**src/rtl/dcache_ctrl.sv**
```systemverilog
// Direct-mapped, write-through/write-allocate data cache controller between the LSQ and memory.
// Optional statistics counters are enabled with `define DCACHE_STATS_EN.
module dcache_ctrl #(
    parameter int NUM_LINES    = 32,
    parameter int NUM_MEM_TAGS = 16
) (
    input  logic        clk,
    input  logic        reset,
    input  logic [1:0]  proc2dcache_command,
    input  logic [31:0] proc2dcache_addr,
    input  logic [63:0] proc2dcache_data,
    output logic [3:0]  dcache_response,
    output logic        dcache_hit,
    output logic [63:0] dcache_data_out,
    output logic [3:0]  dcache_tag,
    output logic [1:0]  dcache2mem_command,
    output logic [31:0] dcache2mem_addr,
    output logic [63:0] dcache2mem_data,
    input  logic [3:0]  mem2dcache_response,
    input  logic [63:0] mem2dcache_data,
    input  logic [3:0]  mem2dcache_tag
`ifdef DCACHE_STATS_EN
    ,
    output logic [31:0] stat_hits,
    output logic [31:0] stat_misses,
    output logic [31:0] stat_fills
`endif
);

    localparam int IDX_W = $clog2(NUM_LINES);
    localparam int TAG_W = 32 - 3 - IDX_W;

    localparam logic [1:0] BUS_NONE  = 2'd0;
    localparam logic [1:0] BUS_LOAD  = 2'd1;
    localparam logic [1:0] BUS_STORE = 2'd2;

    typedef enum logic {IDLE, ST_FETCH} state_t;

    logic [NUM_LINES-1:0]    r_valid;
    logic [TAG_W-1:0]        r_lineTag  [NUM_LINES];
    logic [63:0]             r_lineData [NUM_LINES];
    logic [NUM_MEM_TAGS-1:0] r_mtValid;
    logic [NUM_MEM_TAGS-1:0] r_mtFwd;
    logic [NUM_MEM_TAGS-1:0] r_mtNoInst;
    logic [IDX_W-1:0]        r_mtIdx    [NUM_MEM_TAGS];
    logic [TAG_W-1:0]        r_mtTag    [NUM_MEM_TAGS];
    state_t                  r_state;

    logic [IDX_W-1:0] w_idx;
    logic [TAG_W-1:0] w_tag;
    logic [31:0]      w_lineAddr;
    logic [63:0]      w_line;
    logic [63:0]      w_mergedLine;
    logic             w_lineHit;
    logic             w_isLoad;
    logic             w_isStore;
    logic             w_loadHit;
    logic             w_loadMiss;
    logic             w_storeHit;
    logic             w_stMissIssue;
    logic             w_memAccept;
    logic             w_storeAccept;
    logic             w_recordEntry;
    logic             w_fillValid;
    logic             w_fillFwd;
    logic             w_fillInstall;
    logic [IDX_W-1:0] w_fillIdx;
    logic             w_hitOut;
    logic             w_unused;

    assign w_idx      = proc2dcache_addr[3+IDX_W-1:3];
    assign w_tag      = proc2dcache_addr[31:3+IDX_W];
    assign w_lineAddr = {proc2dcache_addr[31:3], 3'b000};
    assign w_line     = r_lineData[w_idx];
    assign w_unused   = ^{proc2dcache_data[63:32], proc2dcache_addr[1:0]};

    assign w_mergedLine = proc2dcache_addr[2] ? {proc2dcache_data[31:0], w_line[31:0]}
                                              : {w_line[63:32], proc2dcache_data[31:0]};

    assign w_lineHit     = r_valid[w_idx] && (r_lineTag[w_idx] == w_tag);
    assign w_isLoad      = reset && (proc2dcache_command == BUS_LOAD);
    assign w_isStore     = reset && (proc2dcache_command == BUS_STORE);
    assign w_loadHit     = w_isLoad && w_lineHit;
    assign w_loadMiss    = w_isLoad && !w_lineHit;
    assign w_storeHit    = w_isStore && w_lineHit;
    assign w_stMissIssue = w_isStore && !w_lineHit && (r_state == IDLE);
    assign w_memAccept   = (mem2dcache_response != 4'd0);
    assign w_storeAccept = w_storeHit && w_memAccept;
    assign w_recordEntry = (w_loadMiss || w_stMissIssue) && w_memAccept;

    // A fill loses its install if a store to the same index lands in the same cycle.
    assign w_fillValid   = reset && (mem2dcache_tag != 4'd0) && r_mtValid[mem2dcache_tag];
    assign w_fillIdx     = r_mtIdx[mem2dcache_tag];
    assign w_fillFwd     = w_fillValid && r_mtFwd[mem2dcache_tag];
    assign w_fillInstall = w_fillValid && !r_mtNoInst[mem2dcache_tag]
                           && !(w_storeAccept && (w_idx == w_fillIdx));
    assign w_hitOut      = w_loadHit && !w_fillFwd;

    always_comb begin
        dcache_response    = 4'd0;
        dcache_hit         = w_hitOut;
        dcache_data_out    = 64'd0;
        dcache_tag         = 4'd0;
        dcache2mem_command = BUS_NONE;
        dcache2mem_addr    = 32'd0;
        dcache2mem_data    = 64'd0;
        if (w_fillFwd) begin
            dcache_tag      = mem2dcache_tag;
            dcache_data_out = mem2dcache_data;
        end else if (w_loadHit) begin
            dcache_data_out = w_line;
        end
        if (w_loadMiss) begin
            dcache2mem_command = BUS_LOAD;
            dcache2mem_addr    = w_lineAddr;
            dcache_response    = mem2dcache_response;
        end else if (w_storeHit) begin
            dcache2mem_command = BUS_STORE;
            dcache2mem_addr    = w_lineAddr;
            dcache2mem_data    = w_mergedLine;
            dcache_response    = mem2dcache_response;
        end else if (w_stMissIssue) begin
            dcache2mem_command = BUS_LOAD;
            dcache2mem_addr    = w_lineAddr;
        end
    end

    always_ff @(posedge clk or negedge reset) begin
        if (!reset) begin
            r_valid    <= '0;
            r_mtValid  <= '0;
            r_mtFwd    <= '0;
            r_mtNoInst <= '0;
            r_state    <= IDLE;
        end else begin
            if (w_fillInstall) begin
                r_valid[w_fillIdx] <= 1'b1;
            end
            if (w_fillValid) begin
                r_mtValid[mem2dcache_tag] <= 1'b0;
            end
            // Stale-fill guard: pending fills for a just-stored index must not overwrite it.
            for (int i = 0; i < NUM_MEM_TAGS; i++) begin
                if (w_storeAccept && r_mtValid[i] && (r_mtIdx[i] == w_idx)) begin
                    r_mtNoInst[i] <= 1'b1;
                end
            end
            if (w_recordEntry) begin
                r_mtValid[mem2dcache_response]  <= 1'b1;
                r_mtFwd[mem2dcache_response]    <= w_loadMiss;
                r_mtNoInst[mem2dcache_response] <= 1'b0;
            end
            case (r_state)
                IDLE: begin
                    if (w_stMissIssue && w_memAccept) begin
                        r_state <= ST_FETCH;
                    end
                end
                ST_FETCH: begin
                    if (w_fillValid && !r_mtFwd[mem2dcache_tag]) begin
                        r_state <= IDLE;
                    end
                end
                default: r_state <= IDLE;
            endcase
        end
    end

    // Line payloads and entry addresses are qualified by valid bits, so they need no reset.
    always_ff @(posedge clk) begin
        if (w_fillInstall) begin
            r_lineTag[w_fillIdx]  <= r_mtTag[mem2dcache_tag];
            r_lineData[w_fillIdx] <= mem2dcache_data;
        end
        if (w_storeAccept) begin
            r_lineData[w_idx] <= w_mergedLine;
        end
        if (w_recordEntry) begin
            r_mtIdx[mem2dcache_response] <= w_idx;
            r_mtTag[mem2dcache_response] <= w_tag;
        end
    end

`ifdef DCACHE_STATS_EN
    always_ff @(posedge clk or negedge reset) begin
        if (!reset) begin
            stat_hits   <= 32'd0;
            stat_misses <= 32'd0;
            stat_fills  <= 32'd0;
        end else begin
            if (w_hitOut || w_storeAccept) begin
                stat_hits <= stat_hits + 32'd1;
            end
            if (w_recordEntry) begin
                stat_misses <= stat_misses + 32'd1;
            end
            if (w_fillInstall) begin
                stat_fills <= stat_fills + 32'd1;
            end
        end
    end
`endif

endmodule

```
**config.mk**
```make
export PLATFORM = sky130hd
export DESIGN_NAME = dcache_ctrl
export DESIGN_NICKNAME = d
export VERILOG_FILES = /design/src/rtl/dcache_ctrl.sv
export SDC_FILE = /design/constraint.sdc
export NUM_CORES = 2
export LEC_CHECK = 0
export CELL_PAD_IN_SITES_DETAIL_PLACEMENT = 1
export CELL_PAD_IN_SITES_GLOBAL_PLACEMENT = 2
export CORE_MARGIN = 2
export CORE_UTILIZATION = 50
export CTS_BUF_LIST = sky130_fd_sc_hd__clkbuf_4 sky130_fd_sc_hd__clkbuf_8
export CTS_CLUSTER_DIAMETER = 60
export DETAILED_ROUTE_END_ITERATION = 8
export PLACE_DENSITY = 0.79
export SETUP_SLACK_MARGIN = 0.1
export SYNTH_ARGS = -nofsm -noshare
export SYNTH_HDL_FRONTEND = slang
export SYNTH_SLANG_ARGS = --single-unit
export TNS_END_PERCENT = 1
```
**constraint.sdc**
```tcl
create_clock -name clk -period 11.6 [get_ports clk]
set_clock_uncertainty 0.05 [all_clocks]
set_input_delay 3.48 -clock clk [delete_from_list [all_inputs] [get_ports clk]]
set_output_delay 3.48 -clock clk [all_outputs]
set_load 0.02 [all_outputs]
```
; Yosys cells after proc, flatten, opt, wreduce, memory -nomap -nowiden
; Memory sizes are Yosys's and may differ from the RTL's.
; Cells that the tools add are included.
[word_totals]
ff_bits = 81
latchBits = 0
ram_bits = 3280
romBits = 0
inputBits = 172
output_inout_bits = 171
word_cells = 162
mem_count = 4
[op_classes]
add_sub_neg = 0
mul = 0
div = 0
magnitude_cmp = 7
eq_ne = 20
n_shift = 0
mux = 57
bitwise_logic = 7
reduce_logical = 62
[memory_table]
columns = memory, depth, width, rd, rd_clocked_by_memory_dff, wr, line_no
row1 = r_lineData, 32, 64, 1, 0, 2, 41  ; logic [63:0] r_lineData [NUM_LINES];
row2 = r_lineTag, 32, 24, 1, 0, 1, 40  ; logic [TAG_W-1:0] r_lineTag [NUM_LINES];
row3 = r_mtTag, 16, 24, 1, 0, 1, 46  ; logic [TAG_W-1:0] r_mtTag [NUM_MEM_TAGS];
row4 = r_mtIdx, 16, 5, 17, 0, 1, 45  ; logic [IDX_W-1:0] r_mtIdx [NUM_MEM_TAGS];
[op_table]
columns = cell, count
row1 = 2-to-1 mux 64 bit, 5
row2 = 2-to-1 mux 32 bit, 3
row3 = equality test 5 bit, 17
row4 = logical AND 1 bit, 54
row5 = 2-to-1 mux 16 bit, 3
row6 = AND 16 bit, 2
row7 = 2-to-1 mux 1 bit, 32
row8 = inverter 16 bit, 2
row9 = bitwise OR 32 bit, 1
row10 = equality test 24 bit, 1
row11 = bitwise mux 16 bit, 1
row12 = bitwise OR 16 bit, 1
row13 = binary-select mux 1 bit (select 4 bit), 3
row14 = "< comparator 5 x 6 -> 1 bit, second input constant", 2
row15 = 2-to-1 mux 4 bit, 3
row16 = "< comparator 4 x 5 -> 1 bit, second input constant", 2
row17 = demux 1 bit (select 4 bit), 2
row18 = "greater-or-equal comparator 4 x 1 -> 1 bit, second input constant", 2
row19 = nonzero test 4 bit, 2
row20 = binary-select mux 1 bit (select 5 bit), 1
row21 = demux 1 bit (select 5 bit), 1
row22 = "greater-or-equal comparator 5 x 1 -> 1 bit, second input constant", 1
row23 = zero test 1 bit, 5
row24 = 2-to-1 mux 2 bit, 2
row25 = 5 further kinds, 5

; Logic depth before layout (Yosys ltp)
[logic_depth]
depth_word = 10
mapped_depth = 20
ltp_nobuf = 9

; Worst setup path after synthesis
; OpenSTA, ideal clock, no wires.
[synth_path]
path_kind = input-to-reg
start = input port mem2dcache_tag[0]
end = memory r_lineData[12][0], enable pin
setup_ns = 0.581
arrival_time_ns = 11.260
t_required_ns = 10.969
slack_ns = -0.291
stages = 9
path_buffers = 4
path_cell_list = clkbuf_1 buf_1 clkbuf_1 mux4_2 mux4_2 nor3_1 nand2_1 clkbuf_1 o31ai_1
[synth_lines]
columns = element, line_no
row1 = "start, declared", 21  ; input logic [3:0] mem2dcache_tag
row2 = "end, declared", 41

; Worst setup path in the final report
[layout_path]
start = input port proc2dcache_addr[3]
end = output port dcache_hit
[layout_between]
elab_chain_len = 5
elab_cells_between_ends = 7
cone_classes = eq/ne (1) / mux (2) / reduce/logical (3) / memory (1)
[layout_rtl]
columns = element, line_no
row1 = "start, declared", 10  ; input logic [31:0] proc2dcache_addr,
row2 = memory (32 x 24 bit) / binary-select mux 1 bit (select 5 bit) (equally long branches), n/a
row3 = equality test 24 bit / 2-to-1 mux 1 bit (equally long branches), 80  ; assign w_lineHit = r_valid[w_idx] && (r_lineTag[w_idx] == w_tag);
row4 = logical AND 1 bit (*), 80
row5 = logical AND 1 bit (*), 83  ; assign w_loadHit = w_isLoad && w_lineHit;
row6 = logical AND 1 bit (*), 97  ; assign w_hitOut = w_loadHit && !w_fillFwd;
row7 = "end, declared", 13  ; output logic dcache_hit,
; Every way passes the cells marked *; elsewhere a longest branch is shown, timed or not. The select of a mux whose other input is x is not followed.

==> metrics.txt <==
clock tree root driver cell=clkbuf_8; Worst setup SP type=input port; status=finished with violations; unrepaired setup endpoints after global routing=yes; worst hold path type=reg2reg; Setup-failing EPs final=1; area leader, netlist=edfxtp_1; DP HPWL=278,000 µm; Setup Crit Path Kind=in2out; Synth Warn #=0; crit path launch=proc2dcache_addr[3]; mapped cell area=157,000 µm²; largest family of logic cells by synthesized area=multiplexers; final WL=537,000 µm; Die W=564 µm; share of cells above drive strength 1=44.9%; fmax=0.0857 GHz; clock-pin slew on the worst setup and hold paths=0.06 ns; Leakage=58.3 nW; area share of the largest cell type after synthesis=62.9%; post-synthesis sequential area ratio=64.2%; Arrival @ worst endpoint=8.14 ns; max_cap viols=0; Synth area leaders=edfxtp_1 63%, mux2_2 15%, mux4_2 10%; Tmin final=11.67 ns; total iterations of the first detailed-routing run=6; TritonCTS clock tree=yes; Period Utilization, post-route=101%; Area Growth Syn to Fin=13.7%; Placement Rows=205; Final Power=26.4 mW; EDFF count, synth=3,280; initial antenna violation count=42; syn avg cell area=17.7 µm²; Worst Hold Launch=r_mtFwd[0]$_DFFE_PN0P_; I/O Pins=343; post-synthesis simple-gate area fraction=2.18%; Post-CTS Hold Fix Bufs=0; GRT Util Overall=33.4%; xor/xnor share of the synthesized area=0.509%; CTS Sinks=3,361; first-pass GRT wire length=745,000 µm; vias=93,300; failing checks=setup timing; Final ANT Viol Nets=0; worst-margin pin slew=1.36 ns; post-route setup slack=-0.0664 ns; worst reg2reg path startpoint=r_lineTag[14][19]$_DFFE_PP_; CORE AREA=312,000 µm²; Residual DRC=0; post-synthesis adder-cell area fraction=0%; Nets=9,386; number of global-route vias before repair=96,400; CP required=8.07 ns; initial DRC count=12,500; largest net degree at the start of global routing=128; ys async rst share=2.41%; max_slew headroom=8.77%; power density cells=148 nW/µm²; hold violation count in the final report=0; DIE AREA=318,000 µm²; Final Max Tran Viols=0; Hold WS=0.336 ns; critical path fanouts, max=24; worst skew pair latency=1.23 ns; Die Y=564 µm; number of port buffers=305; Compound-Gate Fraction of Synth Area=3.04%; Yosys reg bits=3,361; Max VDD drop=109 µV; Worst setup EP type=output pin; CTS buffer count=581; number of vias per cell=6.76; Mapped Cells=8,821; Clock Path Buffers=4; DR WL/cell=38.9 µm; Initial Utilization=50.2%; RePlAce Congestion=0.797; GR Overflow Total=0; ys flop type=edfxtp_1; Unique masters post-synth=55; mux cell area share after synthesis=27.3%; CTS H-tree lvls=6
## worst max-delay path, cell delays in order
cell and delay, ns:
buf_16 0.24, buf_16 0.24, mux2i_1 0.32, o22ai_1 0.14, nor4_2 0.46, a21oi_1 0.16, or4_1 0.56, nor4_4 0.35
buf_6 0.19, nand4_1 0.21, buf_12 0.27, nor3_4 0.28, buf_6 0.16, buf_8 0.17, buf_4 0.14, clkdlybuf4s50_1 0.59
## layout make-up
cell class / count / area, µm²
antenna: 22 / 55.1
clock buffer: 770 / 9490
clock inverter: 239 / 1580
fill: 27400 / 134000
inverter: 12 / 45.0
multi-input combinational: 4497 / 53100
sequential: 3361 / 101000
tap: 4140 / 5180
timing repair buffer: 761 / 7950
## registers in the layout (all words and copies together), names as in the netlist
name / count
r_mtValid: 16
r_mtTag: 384
r_mtNoInst: 16
r_state: 1
r_mtFwd: 16
r_mtIdx: 80
r_valid: 32
r_lineTag: 768
r_lineData: 2048
## synthesized netlist by cell type (10+ instances only)
master       n
a21oi_1     46
a22o_1      38
and3_1      16
nand4_1     40
nor2_1      82
dfrtp_1     81
mux2_2    2058
o21a_1      10
o21bai_1    53
o21ai_0     23
buf_2      250
o31ai_1     11
edfxtp_1  3280
mux4_2     703
buf_4       67
or4_1       22
clkbuf_1   604
and2_1      98
nor4_1      53
or3_1       11
xor2_1      68
and4_1      33
nor3_1      43
mux2i_1    337
nand3_1     20
nand2_1     80
nand2b_1    26
buf_1       60
a22oi_1    269
mux2_1      32
o41ai_1     32
inv_1       12
xnor2_1     23
o22ai_1    168
## cells by family after synthesis
| family | after synthesis |
|---|---|
| other | 1 |
| AOI/OAI and AO/OA | 667 |
| DFF | 3361 |
| buffers and inverters | 994 |
| xor gates and xnor gates | 91 |
| muxes | 3130 |
| and+or+nand+nor | 577 |
## placed cells by master (no fill, tap or decap), types with 33 or more instances in the layout
master,count
dlygate4sd2_1,64
xor2_1,68
a22o_1,38
clkinv_1,144
buf_12,108
nor2_1,54
nor4_1,38
clkdlybuf4s50_1,161
and4_1,33
mux2_2,2058
mux2i_1,335
clkbuf_4,177
dfrtp_1,81
o22ai_1,167
edfxtp_1,3280
nand2_1,79
a22oi_1,269
and2_1,98
clkinv_2,39
nand4_1,40
buf_4,366
dlymetal6s2s_1,39
clkbuf_8,594
mux4_2,703
## path summary, 6_finish.rpt
path                                                    to  slack (ns)  depth (start not counted)
worst max-delay path                            dcache_hit       -0.07                         16
worst min-delay path                r_mtFwd[0]$_DFFE_PN0P_        0.34                          0
worst max register to register  r_lineData[7][4]$_DFFE_PP_        5.99                         13
worst min register to register      r_mtFwd[0]$_DFFE_PN0P_        0.34                          0
max in group asynchronous          r_valid[13]$_DFFE_PN0N_        8.11                          2
min in group asynchronous           r_mtFwd[5]$_DFFE_PN0P_        2.21                          1
## through the flow
stage	instance area, µm²	TNS [ns]	std cells	setup WS [ns]	util, %
3_3_place_gp	166000	-64.95	12800	-0.587	53.4
3_5_place_dp	166000	-70.31	12800	-0.645	53.4
5_1_grt	178000	-0.0764	13800	-0.0764	57.1
6_report	178000	-0.0664	13800	-0.0664	57.1
2_1_floorplan	157000	-165.78	8852	-0.291	-
4_1_cts	178000	0	13800	0.0590	57.0
## layer usage
layer	routed length [µm]	vias up	share of wire [%]	track usage, %
li1	-	36500	-	-
met1	212000	50100	40	46.4
met2	248000	5541	46	51.5
met3	56100	1089	10	7.80
met4	20400	18	3.8	12.6
met5	124	-	0.023	0
## repair_timing
item / 4_1_cts / 5_1_grt
setup endpoints to repair: 164 / 103
setup buffers: 3 / 0
cloned: 1 / 1
pin swaps: 2 / 2
gates resized for setup: 96 / 57
## power by group
| part | total [mW] | leakage, nW | internal (mW) | switching (mW) |
|---|---|---|---|---|
| sequential | 13.6 | 30.6 | 13.5 | 0.0517 |
| combinational | 2.21 | 21.9 | 0.867 | 1.34 |
| clock | 10.6 | 5.82 | 5.59 | 5.04 |
| total | 26.4 | 58.3 | 20.0 | 6.44 |
No activity file was read; power rests on OpenSTA's default activity.
